<file path="src/rtl/mq_pkg.sv">
// Shared constants and types for the MQ context-state controller.
// Holds table geometry, the non-zero initial context entries and FSM states.
package mq_pkg;

    localparam int NUM_CTX = 19;
    localparam int IDX_W   = 6;
    localparam int CX_W    = 5;

    // Contexts that do not start at Qe index 0
    localparam int CX_ZC0  = 0;
    localparam int IDX_ZC0 = 4;
    localparam int CX_RL   = 17;
    localparam int IDX_RL  = 3;
    localparam int CX_UNI  = 18;
    localparam int IDX_UNI = 46;

    typedef logic [0:0] state_t;

    localparam state_t ST_INIT = 1'b0;
    localparam state_t ST_RUN  = 1'b1;

endpackage

</file>
<file path="src/rtl/mq_ctx_ram.sv">
// Context state storage: DEPTH x DW, one async read port, one write port.
// A read of the address being written returns the write data (write-first).
// Out-of-range addresses never write and read as zero.
// Ports: clk_i, we_i/waddr_i/wdata_i (write), raddr_i/rdata_o (read).
module mq_ctx_ram #(
    parameter int DEPTH = 19,
    parameter int DW    = 7,
    parameter int AW    = 5
) (
    input  logic          clk_i,
    input  logic          we_i,
    input  logic [AW-1:0] waddr_i,
    input  logic [DW-1:0] wdata_i,
    input  logic [AW-1:0] raddr_i,
    output logic [DW-1:0] rdata_o
);
    import mq_pkg::*;

    localparam logic [AW:0] DEPTH_W = (AW+1)'(DEPTH);

    logic [DW-1:0] mem_q [DEPTH];

    logic w_ok;
    logic r_ok;

    assign w_ok = we_i && ({1'b0, waddr_i} < DEPTH_W);
    assign r_ok = {1'b0, raddr_i} < DEPTH_W;

    always_ff @(posedge clk_i) begin
        if (w_ok) begin
            mem_q[waddr_i] <= wdata_i;
        end
    end

    always_comb begin
        rdata_o = '0;
        if (r_ok) begin
            if (w_ok && (waddr_i == raddr_i)) begin
                rdata_o = wdata_i;
            end else begin
                rdata_o = mem_q[raddr_i];
            end
        end
    end

endmodule

</file>
<file path="src/rtl/mq_ctx_ctrl.sv">
// MQ coder context controller: initialises the context table, issues
// symbols with their context state, and takes index/MPS updates back.
// Ports: clk, rst, start, init_done; in_* symbol request (valid/ready);
// out_* issued symbol (valid/ready) with out_forward hazard flag;
// upd_* table write-back. Define MQ_CTX_STATS_EN to add sym_cnt/fwd_cnt.
module mq_ctx_ctrl #(
    parameter int NUM_CTX = mq_pkg::NUM_CTX,
    parameter int IDX_W   = mq_pkg::IDX_W
) (
    input  logic             clk,
    input  logic             rst,
    input  logic             start,
    output logic             init_done,
    input  logic             in_valid,
    output logic             in_ready,
    input  logic [4:0]       in_cx,
    input  logic             in_d,
    output logic             out_valid,
    input  logic             out_ready,
    output logic             out_d,
    output logic             out_mps,
    output logic [IDX_W-1:0] out_qeindex,
    output logic             out_forward,
    input  logic             upd_valid,
    input  logic [4:0]       upd_cx,
    input  logic [IDX_W-1:0] upd_index,
    input  logic             upd_mps
`ifdef MQ_CTX_STATS_EN
    ,
    output logic [31:0]      sym_cnt,
    output logic [31:0]      fwd_cnt
`endif
);
    import mq_pkg::*;

    localparam int DW = IDX_W + 1;
    localparam logic [CX_W-1:0] LAST_CX = CX_W'(NUM_CTX - 1);

    state_t           state_q, state_d;
    logic [CX_W-1:0]  ptr_q, ptr_d;
    logic             out_valid_q, out_valid_d;
    logic             out_d_q, out_d_d;
    logic             out_mps_q, out_mps_d;
    logic [IDX_W-1:0] out_idx_q, out_idx_d;
    logic             out_fwd_q, out_fwd_d;
    logic             pend_q, pend_d;
    logic [CX_W-1:0]  pend_cx_q, pend_cx_d;

    logic             run;
    logic             accept;
    logic             fwd_hit;
    logic [IDX_W-1:0] init_idx;
    logic             ram_we;
    logic [CX_W-1:0]  ram_waddr;
    logic [DW-1:0]    ram_wdata;
    logic [DW-1:0]    ram_rdata;

    assign run       = (state_q == ST_RUN);
    assign init_done = run;
    assign in_ready  = run && (!out_valid_q || out_ready);
    assign accept    = in_valid && in_ready;

    assign out_valid   = out_valid_q;
    assign out_d       = out_d_q;
    assign out_mps     = out_mps_q;
    assign out_qeindex = out_idx_q;
    assign out_forward = out_fwd_q;

    // Previous symbol's update has not come back yet for the same context
    assign fwd_hit = pend_q && (pend_cx_q == in_cx) && !upd_valid;

    always_comb begin
        init_idx = '0;
        case (ptr_q)
            CX_W'(CX_ZC0): init_idx = IDX_W'(IDX_ZC0);
            CX_W'(CX_RL):  init_idx = IDX_W'(IDX_RL);
            CX_W'(CX_UNI): init_idx = IDX_W'(IDX_UNI);
            default:       init_idx = '0;
        endcase
    end

    // INIT owns the write port; in RUN it carries the update stage
    always_comb begin
        ram_we    = 1'b1;
        ram_waddr = ptr_q;
        ram_wdata = {init_idx, 1'b0};
        if (run) begin
            ram_we    = upd_valid;
            ram_waddr = upd_cx;
            ram_wdata = {upd_index, upd_mps};
        end
    end

    mq_ctx_ram #(
        .DEPTH (NUM_CTX),
        .DW    (DW),
        .AW    (CX_W)
    ) u_ram (
        .clk_i   (clk),
        .we_i    (ram_we),
        .waddr_i (ram_waddr),
        .wdata_i (ram_wdata),
        .raddr_i (in_cx),
        .rdata_o (ram_rdata)
    );

    always_comb begin
        state_d     = state_q;
        ptr_d       = ptr_q;
        out_valid_d = out_valid_q;
        out_d_d     = out_d_q;
        out_mps_d   = out_mps_q;
        out_idx_d   = out_idx_q;
        out_fwd_d   = out_fwd_q;
        pend_d      = pend_q;
        pend_cx_d   = pend_cx_q;
        if (start) begin
            state_d     = ST_INIT;
            ptr_d       = '0;
            out_valid_d = 1'b0;
            pend_d      = 1'b0;
        end else begin
            if (!run) begin
                if (ptr_q == LAST_CX) begin
                    state_d = ST_RUN;
                    ptr_d   = '0;
                end else begin
                    ptr_d = ptr_q + CX_W'(1);
                end
            end
            if (upd_valid) begin
                pend_d = 1'b0;
            end
            // A new accept outranks the clear: its own update is now owed
            if (accept) begin
                out_valid_d = 1'b1;
                out_d_d     = in_d;
                out_mps_d   = ram_rdata[0];
                out_idx_d   = ram_rdata[DW-1:1];
                out_fwd_d   = fwd_hit;
                pend_d      = 1'b1;
                pend_cx_d   = in_cx;
            end else if (out_ready) begin
                out_valid_d = 1'b0;
            end
        end
    end

    always_ff @(posedge clk or posedge rst) begin
        if (rst) begin
            state_q     <= ST_INIT;
            ptr_q       <= '0;
            out_valid_q <= 1'b0;
            out_d_q     <= 1'b0;
            out_mps_q   <= 1'b0;
            out_idx_q   <= '0;
            out_fwd_q   <= 1'b0;
            pend_q      <= 1'b0;
            pend_cx_q   <= '0;
        end else begin
            state_q     <= state_d;
            ptr_q       <= ptr_d;
            out_valid_q <= out_valid_d;
            out_d_q     <= out_d_d;
            out_mps_q   <= out_mps_d;
            out_idx_q   <= out_idx_d;
            out_fwd_q   <= out_fwd_d;
            pend_q      <= pend_d;
            pend_cx_q   <= pend_cx_d;
        end
    end

`ifdef MQ_CTX_STATS_EN
    logic [31:0] sym_q, sym_d;
    logic [31:0] fwd_q, fwd_d;

    always_comb begin
        sym_d = sym_q;
        fwd_d = fwd_q;
        if (start) begin
            sym_d = '0;
            fwd_d = '0;
        end else if (accept) begin
            if (sym_q != '1) begin
                sym_d = sym_q + 32'd1;
            end
            if (fwd_hit && (fwd_q != '1)) begin
                fwd_d = fwd_q + 32'd1;
            end
        end
    end

    always_ff @(posedge clk or posedge rst) begin
        if (rst) begin
            sym_q <= '0;
            fwd_q <= '0;
        end else begin
            sym_q <= sym_d;
            fwd_q <= fwd_d;
        end
    end

    assign sym_cnt = sym_q;
    assign fwd_cnt = fwd_q;
`endif

endmodule

</file>
<file path="config.mk">
export PLATFORM = sky130hd
export DESIGN_NAME = mq_ctx_ctrl
export DESIGN_NICKNAME = d
export VERILOG_FILES = /design/src/rtl/mq_pkg.sv /design/src/rtl/mq_ctx_ram.sv /design/src/rtl/mq_ctx_ctrl.sv
export SDC_FILE = /design/constraint.sdc
export NUM_CORES = 1
export LEC_CHECK = 0
export CAP_MARGIN = 20
export CORE_MARGIN = 1.5
export CORE_UTILIZATION = 35
export CTS_CLUSTER_DIAMETER = 40
export CTS_CLUSTER_SIZE = 8
export DETAILED_ROUTE_END_ITERATION = 16
export MAX_ROUTING_LAYER = met4
export PLACE_DENSITY = 0.47
export SYNTH_ARGS = -nofsm -noshare
export SYNTH_HDL_FRONTEND = slang
export SYNTH_SLANG_ARGS = --single-unit
</file>
<file path="constraint.sdc">
create_clock -name clk -period 3 [get_ports clk]
set_clock_uncertainty 0.1 [all_clocks]
set_input_delay 0.6 -clock clk [delete_from_list [all_inputs] [get_ports clk]]
set_output_delay 0.6 -clock clk [all_outputs]
set_load 0.01 [all_outputs]
</file>
==> impl_summary.txt <==
----------------------------------------------------
[Outcome]
  Run status ... finished, final reports clean

[Critical path]
  Cell Chain, Critical Path ... and2_1 > clkdlybuf4s50_1
  Worst setup path start ... init_done
  Number of buffer and inverter instances along the worst setup path ... 1
  WS Path Type ... flip-flop to primary output
  Kind of cell with the highest combined delay on the critical path ... flip-flops
  Arrival time reported for the critical path endpoint ... 2.02 ns
  Critical register-to-register path startpoint ... init_done
  Logic depth of the worst setup path including buffers ... 2
  Worst-path fanout max ... 19
  Worst path slowest cell ... sky130_fd_sc_hd__dfrtp_1
  Kind of end point of the critical path ... primary output
  Worst r2r path cells ... 6
  Required time at the worst-slack endpoint ... 2.30 ns
  Delay of the slowest cell on the worst path ... just over 0.8 ns
  Nature of the critical path startpoint ... flip-flop

[Global routing]
  Initial antenna violation count ... 0
  Global-route wire length before repair ... between 20000 and 30000 um
  Pin count of the biggest net entering global routing ... 32
  Global-route usage over all layers ... 18.3%
  Sum of overflow across all layers after global routing ... 0
  Vias in the first global route ... 4128

[Die]
  Initial cell density of the core ... 35.8%
  Total number of placement rows ... 50
  Height of the chip ... 141 um
  Die ar. ... 20000 sq um
  Chip width ... between 100 and 150 um
  # IOs ... 36
  Total core area ... 18700 sq um

[Pwr]
  Static power due to leakage ... 2.93 nW
  VDD IR-drop max ... 0.307 mV
  Power density of the placed cells ... 594 nW/um^2

[Yosys]
  Area share of the leading cell type in the synthesized netlist ... 59.7%
  Main combinational cell family by area after synthesis ... multiplexers
  Post-synthesis sequential element count ... 155
  Synthesized instance count ... 432
  Cell area after synthesis ... 6700 sq um
  Async S/R FF share, synth ... 14.2%
  Post-synth EDFFs ... 133
  Fraction of the mapped netlist area in simple logic gates ... 8.30%
  Warnings, synthesis ... 0
  Share of synthesized cell area in full adder, half adder and majority cells ... 0.748%
  Net count after synthesis ... 460
  Complex-gate fraction of the synthesized area ... ~6.4%
  Ys flop type ... sky130_fd_sc_hd__edfxtp_1
  Post-synthesis xor/xnor area fraction ... 1.05%
  Largest area contributor in the synthesized netlist ... sky130_fd_sc_hd__edfxtp_1
  Post-synthesis mux area share ... a little over an eighth
  Syn avg cell area ... 15.5 sq um
  Largest cells by area after synthesis ... sky130_fd_sc_hd__edfxtp_1 (60%), sky130_fd_sc_hd__dfrtp_1 (8.2%), sky130_fd_sc_hd__mux4_2 (7.4%)
  Post-synthesis sequential area ratio ... approximately two thirds
  Distinct cells, synth ... 53

[STA]
  Highest Clock Rate ... ~370 MHz
  Final critical delay including setup and external delays ... between 2 and 3 ns
  Final sum of negative setup slack ... 0 ns
  Slew Viols, Final ... 0
  RSZ-0062 raised after global routing ... false
  Slew Limit Headroom ... 42.0%
  Worst Hold Margin ... 0.379 ns
  Final count of hold timing violations ... 0
  Slew @ Worst Pin ... 0.870 ns
  Setup violations, final ... 0
  Ratio of final minimum period to clock period ... 90.8%

[Clock tree]
  CTS Hold Buffers Added ... 0
  Clock tree from TritonCTS ... done
  Clock tree buffer depth ... 2
  Buffers inserted during post-CTS setup optimization ... 0
  H-tree depth reported by CTS ... 4
  Clk root buf ... sky130_fd_sc_hd__clkbuf_16
  Number of CTS-inserted buffers ... 17
  Number of cells upsized or downsized after cts ... 0
  Post-CTS clock slew at the launch and capture registers of the worst setup and hold paths ... 0.07 ns
  Number of sinks on the clock net ... 155
  Clock Latency Late Sink ... 0.43 ns

[Route]
  Total number of vias ... 3915
  Vias per cell ... 5.19
  Average wire length per cell after detail routing ... between 20 and 25 um
  Antenna Violating Nets Remaining ... 0
  Detailed-routing iteration count for the pre-antenna-repair pass ... 4
  Number of violations reported at the end of detailed-routing iteration 0 ... 340
  Residual DRC ... 0
  WL final ... roughly 16000 um

[Flow run]
  Maximum Capacitance Violations ... 0

[Finish]
  Number of fill cells in the layout ... roughly 1.7k
  Net count of the finished layout ... 535
  Number of antenna repair diodes ... 0
  Area Overhead vs Synth ... 21.2%
  Share of final-layout standard cells stronger than drive strength 1 ... 23.5%

[Placement]
  Number of port buffers ... 35
  Weighted congestion reported at the end of routability-driven placement ... ~0.79
  Hpwl dp ... 11100 um

[Worst hold path]
  Hold_sp ... out_forward
  Path class of the lowest-slack min-delay path ... flip-flop to flip-flop
  Hold Path Cell Cnt ... 2

----------------------------------------------------
==> layer usage <==
metal	part of all wire, %	track usage, %	vias up
li1	-	-	1825
met1	46	23.1	2014
met2	49	29.9	62
met3	3.2	3.75	14
met4	1.2	5.48	0
met5	0	-	-
==> power breakdown <==
part           switching, mW  total [mW]  internal [mW]  leakage (nW)
Sequential            0.0255        2.41           2.38          1.54
Clock                  0.963        2.07           1.10         0.284
Combinational          0.186       0.343          0.157          1.10
==> sequential cells by signal, indices dropped and copies added, names as in the netlist <==
name	flops
out_qeindex	6
out_mps	1
pend_q	1
ptr_q	5
out_d	1
init_done	1
out_forward	1
u_ram.mem_q	133
pend_cx_q	5
out_valid	1
==> per-stage QoR <==
step / power, mW / area, sq um / std cells / setup WS (ns) / utilization, %
finish: 4.82 / 8110 / 754 / 0.276 / 43.4
global route: 5.00 / 8110 / 754 / 0.0646 / 43.4
CTS: 4.88 / 8110 / 754 / 0.239 / 43.4
detailed placement: 2.80 / 7540 / 722 / 0.148 / 40.3
global placement: 2.80 / 7540 / 722 / 0.140 / 40.3
floorplan: 2.65 / 6700 / 432 / 0.621 / -
==> worst min-delay path, stage by stage, from the launching register on <==
cell,delay (ns)
sky130_fd_sc_hd__dfrtp_1,0.34
sky130_fd_sc_hd__nand2_1,0.05
sky130_fd_sc_hd__o41ai_1,0.05
==> cell families after synthesis <==
group                    after synthesis
AO/OA/AOI/OAI                         61
flip-flops                           155
multiplexers                          59
AND/OR/NAND/NOR                      114
buffers and inverters                 31
XOR/XNOR                               8
adder cells (fa/ha/maj)                4
==> area by class of cell <==
class / instances / area (sq um) / area share [%]
clock buffers: 17 / 425 / 5.24
repair buffers: 78 / 671 / 8.27
well taps: 234 / 293 / 3.61
inverters: 9 / 33.8 / 0.416
clock inverters: 15 / 145 / 1.79
multi-input cells: 246 / 2000 / 24.6
flip-flops and latches: 155 / 4540 / 56.0
==> cell usage in the layout, fill, tap and decap left out, types with 6 or more instances in the layout <==
cell type                         instances
sky130_fd_sc_hd__a21oi_1                  8
sky130_fd_sc_hd__a22oi_1                  6
sky130_fd_sc_hd__buf_4                   42
sky130_fd_sc_hd__clkbuf_16               17
sky130_fd_sc_hd__clkdlybuf4s50_1         32
sky130_fd_sc_hd__dfrtp_1                 22
sky130_fd_sc_hd__edfxtp_1               133
sky130_fd_sc_hd__inv_1                    8
sky130_fd_sc_hd__inv_6                    6
sky130_fd_sc_hd__mux2_2                  11
sky130_fd_sc_hd__mux2i_1                 24
sky130_fd_sc_hd__mux4_2                  22
sky130_fd_sc_hd__nand2_1                 36
sky130_fd_sc_hd__nand2b_1                 6
sky130_fd_sc_hd__nand3_1                 10
sky130_fd_sc_hd__nand4_1                  6
sky130_fd_sc_hd__nor2_1                  32
sky130_fd_sc_hd__o21ai_0                 16
sky130_fd_sc_hd__xnor2_1                  6
==> cells in the mapped netlist (8+ instances only) <==
cell type,count
sky130_fd_sc_hd__edfxtp_1,133
sky130_fd_sc_hd__nand2_1,36
sky130_fd_sc_hd__nor2_1,32
sky130_fd_sc_hd__mux2i_1,24
sky130_fd_sc_hd__dfrtp_1,22
sky130_fd_sc_hd__mux4_2,22
sky130_fd_sc_hd__o21ai_0,18
sky130_fd_sc_hd__mux2_2,11
sky130_fd_sc_hd__buf_2,10
sky130_fd_sc_hd__nand3_1,10
sky130_fd_sc_hd__a21oi_1,8
sky130_fd_sc_hd__inv_1,8
==> path summary, 6_finish.rpt <==
| path | end | slack [ns] |
|---|---|---|
| setup / recovery | in_ready | 0.28 |
| hold / removal | out_forward | 0.38 |
| setup reg to reg | out_mps | 0.33 |
| hold reg to reg | out_forward | 0.38 |
| max in group asynchronous | out_qeindex[0] | 1.70 |
| min in group asynchronous | init_done | 0.56 |
(Power assumes the default switching activity.)
